[src/rtl/priv_pkg.sv]
// Shared types and constants for the privilege/trap sequencer: privilege
// encodings, FSM states, CSR addresses, mstatus bit positions and cause codes.
package priv_pkg;

  typedef enum logic [1:0] {
    PRIV_U = 2'b00,
    PRIV_S = 2'b01,
    PRIV_M = 2'b11
  } priv_t;

  typedef enum logic [1:0] {
    ST_IDLE  = 2'd0,
    ST_TRAP  = 2'd1,
    ST_REDIR = 2'd2
  } state_t;

  localparam logic [11:0] CSR_SSTATUS = 12'h100;
  localparam logic [11:0] CSR_MSTATUS = 12'h300;
  localparam logic [11:0] CSR_MEDELEG = 12'h302;

  localparam int SIE_BIT  = 1;
  localparam int MIE_BIT  = 3;
  localparam int SPIE_BIT = 5;
  localparam int MPIE_BIT = 7;
  localparam int SPP_BIT  = 8;
  localparam int MPP_LO   = 11;
  localparam int MPP_HI   = 12;

  localparam int CAUSE_ILLEGAL_INSN = 2;
  localparam int CAUSE_BREAKPOINT   = 3;
  localparam int CAUSE_ECALL_U      = 8;
  localparam int CAUSE_ECALL_S      = 9;
  localparam int CAUSE_ECALL_M      = 11;

  // MPP is WARL: only privilege levels this hart implements are accepted.
  function automatic logic mpp_legal(input logic [1:0] v, input logic has_s);
    return (v == PRIV_M) || (v == PRIV_U) || (has_s && (v == PRIV_S));
  endfunction

endpackage

[src/rtl/exc_prio_arb.sv]
// Fixed-priority arbiter: the lowest-index request (oldest pipeline stage)
// wins; grant is one-hot.
module exc_prio_arb #(
  parameter int N = 4
) (
  input  logic [N-1:0] req,
  output logic         valid,
  output logic [N-1:0] grant
);

  assign valid = |req;
  // Isolate the lowest set bit.
  assign grant = req & (~req + N'(1));

endmodule

[src/rtl/priv_trap_unit.sv]
// Privilege and trap sequencer: arbitrates stage exceptions, owns the
// privilege status bits, sequences trap entry / xRET and issues the redirect.
module priv_trap_unit
  import priv_pkg::*;
#(
  parameter int XLEN       = 32,
  parameter int NUM_SRC    = 4,
  parameter int HAS_S_MODE = 1,
  parameter int CAUSE_W    = 5
) (
  input  logic                       clk,
  input  logic                       rst,
  input  logic [NUM_SRC-1:0]         exc_valid,
  input  logic [NUM_SRC*CAUSE_W-1:0] exc_cause,
  input  logic [NUM_SRC*XLEN-1:0]    exc_pc,
  input  logic [NUM_SRC*XLEN-1:0]    exc_tval,
  input  logic                       mret_commit,
  input  logic                       sret_commit,
  input  logic [XLEN-1:0]            mtvec,
  input  logic [XLEN-1:0]            stvec,
  input  logic [XLEN-1:0]            mepc,
  input  logic [XLEN-1:0]            sepc,
  input  logic                       csr_we,
  input  logic [11:0]                csr_addr,
  input  logic [XLEN-1:0]            csr_wdata,
  output logic [1:0]                 cur_priv,
  output logic [XLEN-1:0]            mstatus_o,
  output logic [XLEN-1:0]            medeleg_o,
  output logic                       trap_we,
  output logic                       trap_to_s,
  output logic [CAUSE_W-1:0]         trap_cause,
  output logic [XLEN-1:0]            trap_epc,
  output logic [XLEN-1:0]            trap_tval,
  output logic                       stall,
  output logic                       redirect_valid,
  output logic [XLEN-1:0]            redirect_pc,
  input  logic                       redirect_ready
);

  // Handshake: redirect_valid rises with redirect_pc and both hold unchanged
  // until redirect_ready is sampled high on a rising clk edge; that edge
  // completes the transfer and the sequencer returns to IDLE.

  localparam logic            HAS_S        = (HAS_S_MODE != 0);
  localparam logic [XLEN-1:0] VEC_MASK     = ~XLEN'(3);
  localparam logic [XLEN-1:0] MEDELEG_MASK = ~(XLEN'(1) << CAUSE_ECALL_M);

  state_t state, state_next;

  logic [1:0]         priv_q;
  logic               mie_q, sie_q, mpie_q, spie_q, spp_q;
  logic [1:0]         mpp_q;
  logic [XLEN-1:0]    medeleg_q;
  logic [CAUSE_W-1:0] lat_cause;
  logic [XLEN-1:0]    lat_epc, lat_tval, target_q;

  logic               arb_valid;
  logic [NUM_SRC-1:0] arb_grant;
  logic [CAUSE_W-1:0] sel_cause;
  logic [XLEN-1:0]    sel_pc, sel_tval;
  logic               idle, exc_take, mret_take, sret_take, deleg;

  exc_prio_arb #(.N(NUM_SRC)) u_arb (
    .req   (exc_valid),
    .valid (arb_valid),
    .grant (arb_grant)
  );

  always_comb begin
    sel_cause = '0;
    sel_pc    = '0;
    sel_tval  = '0;
    for (int i = 0; i < NUM_SRC; i++) begin
      if (arb_grant[i]) begin
        sel_cause = exc_cause[i*CAUSE_W +: CAUSE_W];
        sel_pc    = exc_pc[i*XLEN +: XLEN];
        sel_tval  = exc_tval[i*XLEN +: XLEN];
      end
    end
  end

  // A losing xRET is simply dropped: the exception flushes it.
  assign idle      = (state == ST_IDLE);
  assign exc_take  = idle && arb_valid;
  assign mret_take = idle && !arb_valid && mret_commit;
  assign sret_take = idle && !arb_valid && !mret_commit && sret_commit &&
                     HAS_S && (priv_q != PRIV_U);
  assign deleg     = HAS_S && (priv_q != PRIV_M) && medeleg_q[lat_cause];

  always_ff @(posedge clk) begin
    if (rst) state <= ST_IDLE;
    else     state <= state_next;
  end

  always_comb begin
    state_next = state;
    case (state)
      ST_IDLE: begin
        if (exc_take)                    state_next = ST_TRAP;
        else if (mret_take || sret_take) state_next = ST_REDIR;
      end
      ST_TRAP:  state_next = ST_REDIR;
      ST_REDIR: if (redirect_ready) state_next = ST_IDLE;
      default:  state_next = ST_IDLE;
    endcase
  end

  always_comb begin
    trap_we        = 1'b0;
    trap_to_s      = 1'b0;
    trap_cause     = '0;
    trap_epc       = '0;
    trap_tval      = '0;
    stall          = 1'b0;
    redirect_valid = 1'b0;
    redirect_pc    = '0;
    case (state)
      ST_IDLE: stall = exc_take || mret_take || sret_take;
      ST_TRAP: begin
        trap_we    = 1'b1;
        trap_to_s  = deleg;
        trap_cause = lat_cause;
        trap_epc   = lat_epc;
        trap_tval  = lat_tval;
        stall      = 1'b1;
      end
      ST_REDIR: begin
        stall          = 1'b1;
        redirect_valid = 1'b1;
        redirect_pc    = target_q;
      end
      default: ;
    endcase
  end

  // CSR writes first; trap/xRET updates later in the block win per field.
  always_ff @(posedge clk) begin
    if (rst) begin
      priv_q    <= PRIV_M;
      mie_q     <= 1'b0;
      sie_q     <= 1'b0;
      mpie_q    <= 1'b0;
      spie_q    <= 1'b0;
      spp_q     <= 1'b0;
      mpp_q     <= PRIV_M;
      medeleg_q <= '0;
      lat_cause <= '0;
      lat_epc   <= '0;
      lat_tval  <= '0;
      target_q  <= '0;
    end else begin
      if (csr_we) begin
        if (csr_addr == CSR_MSTATUS) begin
          mie_q  <= csr_wdata[MIE_BIT];
          mpie_q <= csr_wdata[MPIE_BIT];
          if (mpp_legal(csr_wdata[MPP_HI:MPP_LO], HAS_S)) mpp_q <= csr_wdata[MPP_HI:MPP_LO];
        end
        if (HAS_S && (csr_addr == CSR_MSTATUS || csr_addr == CSR_SSTATUS)) begin
          sie_q  <= csr_wdata[SIE_BIT];
          spie_q <= csr_wdata[SPIE_BIT];
          spp_q  <= csr_wdata[SPP_BIT];
        end
        if (csr_addr == CSR_MEDELEG) medeleg_q <= csr_wdata & MEDELEG_MASK;
      end

      if (exc_take) begin
        lat_cause <= sel_cause;
        lat_epc   <= sel_pc;
        lat_tval  <= sel_tval;
      end else if (mret_take) begin
        priv_q   <= mpp_q;
        mie_q    <= mpie_q;
        mpie_q   <= 1'b1;
        mpp_q    <= PRIV_U;
        target_q <= mepc;
      end else if (sret_take) begin
        priv_q   <= {1'b0, spp_q};
        sie_q    <= spie_q;
        spie_q   <= 1'b1;
        spp_q    <= 1'b0;
        target_q <= sepc;
      end

      if (state == ST_TRAP) begin
        if (deleg) begin
          spp_q    <= priv_q[0];
          spie_q   <= sie_q;
          sie_q    <= 1'b0;
          priv_q   <= PRIV_S;
          target_q <= stvec & VEC_MASK;
        end else begin
          mpp_q    <= priv_q;
          mpie_q   <= mie_q;
          mie_q    <= 1'b0;
          priv_q   <= PRIV_M;
          target_q <= mtvec & VEC_MASK;
        end
      end
    end
  end

  always_comb begin
    mstatus_o                = '0;
    mstatus_o[SIE_BIT]       = sie_q;
    mstatus_o[MIE_BIT]       = mie_q;
    mstatus_o[SPIE_BIT]      = spie_q;
    mstatus_o[MPIE_BIT]      = mpie_q;
    mstatus_o[SPP_BIT]       = spp_q;
    mstatus_o[MPP_HI:MPP_LO] = mpp_q;
  end

  assign cur_priv  = priv_q;
  assign medeleg_o = medeleg_q;

endmodule
[config.mk]
export PLATFORM = sky130hd
export DESIGN_NAME = priv_trap_unit
export DESIGN_NICKNAME = d
export VERILOG_FILES = /design/src/rtl/priv_pkg.sv /design/src/rtl/exc_prio_arb.sv /design/src/rtl/priv_trap_unit.sv
export SDC_FILE = /design/constraint.sdc
export NUM_CORES = 1
export LEC_CHECK = 0
export ABC_AREA = 1
export ABC_CLOCK_PERIOD_IN_PS = 2600
export CAP_MARGIN = 25
export CORE_AREA = 2 2 245 247
export DETAILED_ROUTE_END_ITERATION = 10
export DIE_AREA = 0 0 247 249
export GPL_TIMING_DRIVEN = 0
export HOLD_SLACK_MARGIN = 0.02
export SLEW_MARGIN = 40
export SYNTH_ARGS = -nofsm -noshare
export SYNTH_HDL_FRONTEND = slang
export SYNTH_HIERARCHICAL = 1
export SYNTH_SLANG_ARGS = --single-unit
export TNS_END_PERCENT = 20
[constraint.sdc]
create_clock -name clk -period 2.6 [get_ports clk]
set_input_delay 0.39 -clock clk [delete_from_list [all_inputs] [get_ports clk]]
set_output_delay 0.39 -clock clk [all_outputs]
set_load 0.02 [all_outputs]
==> summary.txt <==
Run status
  • Status: finished with violations
  • Failing checks: negative setup slack

Clock network
  • Root buffer selected by CTS: clkbuf_16
  • Clock transition at path regs: 0.07 ns
  • TritonCTS buffer count: 17
  • CTS max path bufs: 2
  • Clock tree from TritonCTS: built
  • H-Tree Depth: 4
  • # clock sinks: 143
  • Worst skew pair latency: 0.49 ns
  • Hold-fix buffers, CTS: 0

Timing
  • Hold Slack: 0.461 ns
  • Clk_skew: 0.0128 ns
  • RSZ-0062 raised after global routing: yes
  • Final Critical Period: 2.61 ns
  • Worst Slack Setup Final: -0.0145 ns
  • Final hold vios: 0
  • Slew @ Worst Pin: 0.792 ns
  • Part of the cycle the worst path needs: 1.01
  • Setup TNS: -0.0145 ns
  • Max Fclk: 382 MHz
  • Final Max Slew Viols: 0
  • Slew HR: 0.472
  • Final Setup Violations: 1

Routing
  • Routed Antenna Nets: 0
  • Vias: 13315
  • Mean routed wirelength per cell: 20.4 microns
  • Final wirelength: 62700 microns
  • DR iter-0 viols: 696
  • DRT Pass-1 Iters: 5
  • Drc violations: 0
  • Vias per inst: 4.34

Placement
  • Area after DPL: 16700 sq um
  • Port Buffer Count: 597
  • HPWL Detailed: 51800 microns
  • Gpl congestion: 0.881
  • Post-place setup slack: -1.44 ns
  • Placed insts: 3019

Power and ir drop
  • Leakage: 8.54 nW
  • Power Dens Cells: 500 nW/um^2
  • Total power: 8.89 mW
  • Max VDD drop: 0.553 mV

Floorplanning
  • Die height: 249 microns
  • Core Footprint: 58700 sq um
  • Initial Utilization: 0.165
  • Ports: 629
  • Area of the die: 61500 sq um
  • Die Span X: 247 microns
  • Row cnt: 89

Worst setup path
  • CP Launch Type: input port
  • WP data arrival: 2.22 ns
  • Required @ worst endpoint: 2.21 ns
  • Worst setup EP type: primary output
  • CP max FO: 8
  • WS Path Type: input port to primary output

Global route
  • Initial antenna violation count: 17
  • Number of global-route vias before repair: 13150
  • Largest net degree at the start of global routing: 17
  • GR Util All Layers: 0.198
  • First-pass GRT wire length: 87100 microns
  • Grt total ovfl: 0

Logic synthesis
  • #FFs+latches synth: 143
  • Post-synthesis cell area: 9680 sq um
  • Sequential cell area fraction in the yosys report: 0.296
  • Cells after Synth: 1624
  • Yosys warning count: 6
  • Mean Syn Cell Area: 5.96 sq um
  • Distinct cells, synth: 37

Finish
  • Non-filler cells, final: 3067
  • Commonest non-fill, non-tap cell in the layout: clkdlybuf4s50_1
  • Layout cell share with drive strength beyond 1: 0.0824
  • Final core occ: 0.303
  • # fillers: 6531
  • Area Growth Syn to Fin: 83.8%
  • Commonest non-fill, non-tap cells in the layout: clkdlybuf4s50_1 (496), nand2_1 (402), o21ai_0 (202)
  • Design Area, Final: 17800 sq um
  • Nets: 2731

Flow run
  • Max-cap violations: 0

Hold path
  • Worst min path class: input port to register
[worst paths after layout]
path / start / endpoint / slack (ns) / depth (start not counted)
max: exc_valid[0] / stall / -0.01 / 10
min: rst / state[1] / 0.46 / 2
max reg2reg: state[0] / cur_priv[0] / 0.24 / 11
min reg2reg: target_q[1] / target_q[1] / 0.48 / 2
[kinds of logic (layout without fill, tap and decap cells)]
family	count (synthesis)	after routing	synth area share
AOI/OAI and AO/OA	432	432	0.246
adders and majority gates	4	4	0.00517
buffers and inverters	369	1002	0.162
DFF	143	143	0.296
muxes	1	1	0.00103
other	1	38	0.000388
and+or+nand+nor	674	674	0.289
[flip-flops by register name, indices dropped and copies added, names as in the netlist, 2 cells and up]
name,count
medeleg_o,31
lat_tval,32
mpp_q,2
lat_cause,5
target_q,32
cur_priv,2
lat_epc,32
state,2
[cell type report]
class                   instances  area, sq um  share of cell area
inverters                     210          800              0.0450
plain buffers                 158          903              0.0508
flip-flops and latches        143         2870               0.161
repair buffers                602         6060               0.341
diodes                         12         30.0             0.00169
clock buffers                  19          443              0.0249
clock inverters                13          203              0.0114
well taps                     773          967              0.0544
multi-input cells            1137         5510               0.310
[where the power goes]
part / switching [mW] / leakage, nW / total [mW] / internal (mW)
clock: 1.17 / 0.313 / 2.82 / 1.65
sequential: 0.189 / 1.18 / 2.68 / 2.49
combinational: 1.92 / 7.05 / 3.38 / 1.46
[worst max-delay path: stages]
cell and delay (ns):
clkdlybuf4s50_1 0.59, nor2_4 0.06, nand3_4 0.12, nor2_4 0.08, and3_4 0.21, nor2_4 0.18, inv_6 0.09, o31ai_4 0.25
inv_2 0.07, buf_4 0.16
[Yosys cell counts]
cell	count	share of area
a211oi_1	6	0.0047
a21oi_1	139	0.072
a221oi_1	5	0.0045
a22oi_1	69	0.054
a31oi_1	5	0.0032
and3_1	1	0.00065
buf_1	8	0.0031
buf_2	14	0.0072
buf_4	35	0.027
buf_6	4	0.0047
clkbuf_1	97	0.038
clkbuf_2	1	0.00052
clkinv_1	1	0.00039
conb_1	1	0.00039
dfxtp_1	143	0.30
ha_1	4	0.0052
inv_1	205	0.080
inv_2	2	0.00078
inv_4	2	0.0013
mux2i_1	1	0.0010
nand2_1	408	0.16
nand2_2	2	0.0013
nand3_1	75	0.039
nand3_2	1	0.0010
nand3b_1	1	0.00078
nand4_1	17	0.011
nor2_1	106	0.041
nor2_2	2	0.0013
nor2_4	1	0.0012
nor3_1	56	0.029
nor3_2	1	0.0010
nor4_4	1	0.0022
o2111ai_1	2	0.0018
o21ai_0	204	0.11
o21ai_1	1	0.00052
o31ai_1	1	0.00078
or2_2	2	0.0013
[metal layers]
layer / global-route usage / vias up / wire (microns)
li1: - / 6532 / -
met2: 0.341 / 600 / 30900
met4: 0.102 / 4 / 2510
met3: 0.0520 / 89 / 4770
met5: 0 / - / 29
met1: 0.222 / 6090 / 24500
[timing repair]
item,CTS,global route
pin swaps,2,9
resized for setup,186,78
endpoints found under the hold margin,0,0
endpoints found under the setup margin,175,111
buffers inserted,1,4
(Power assumes the default switching activity.)
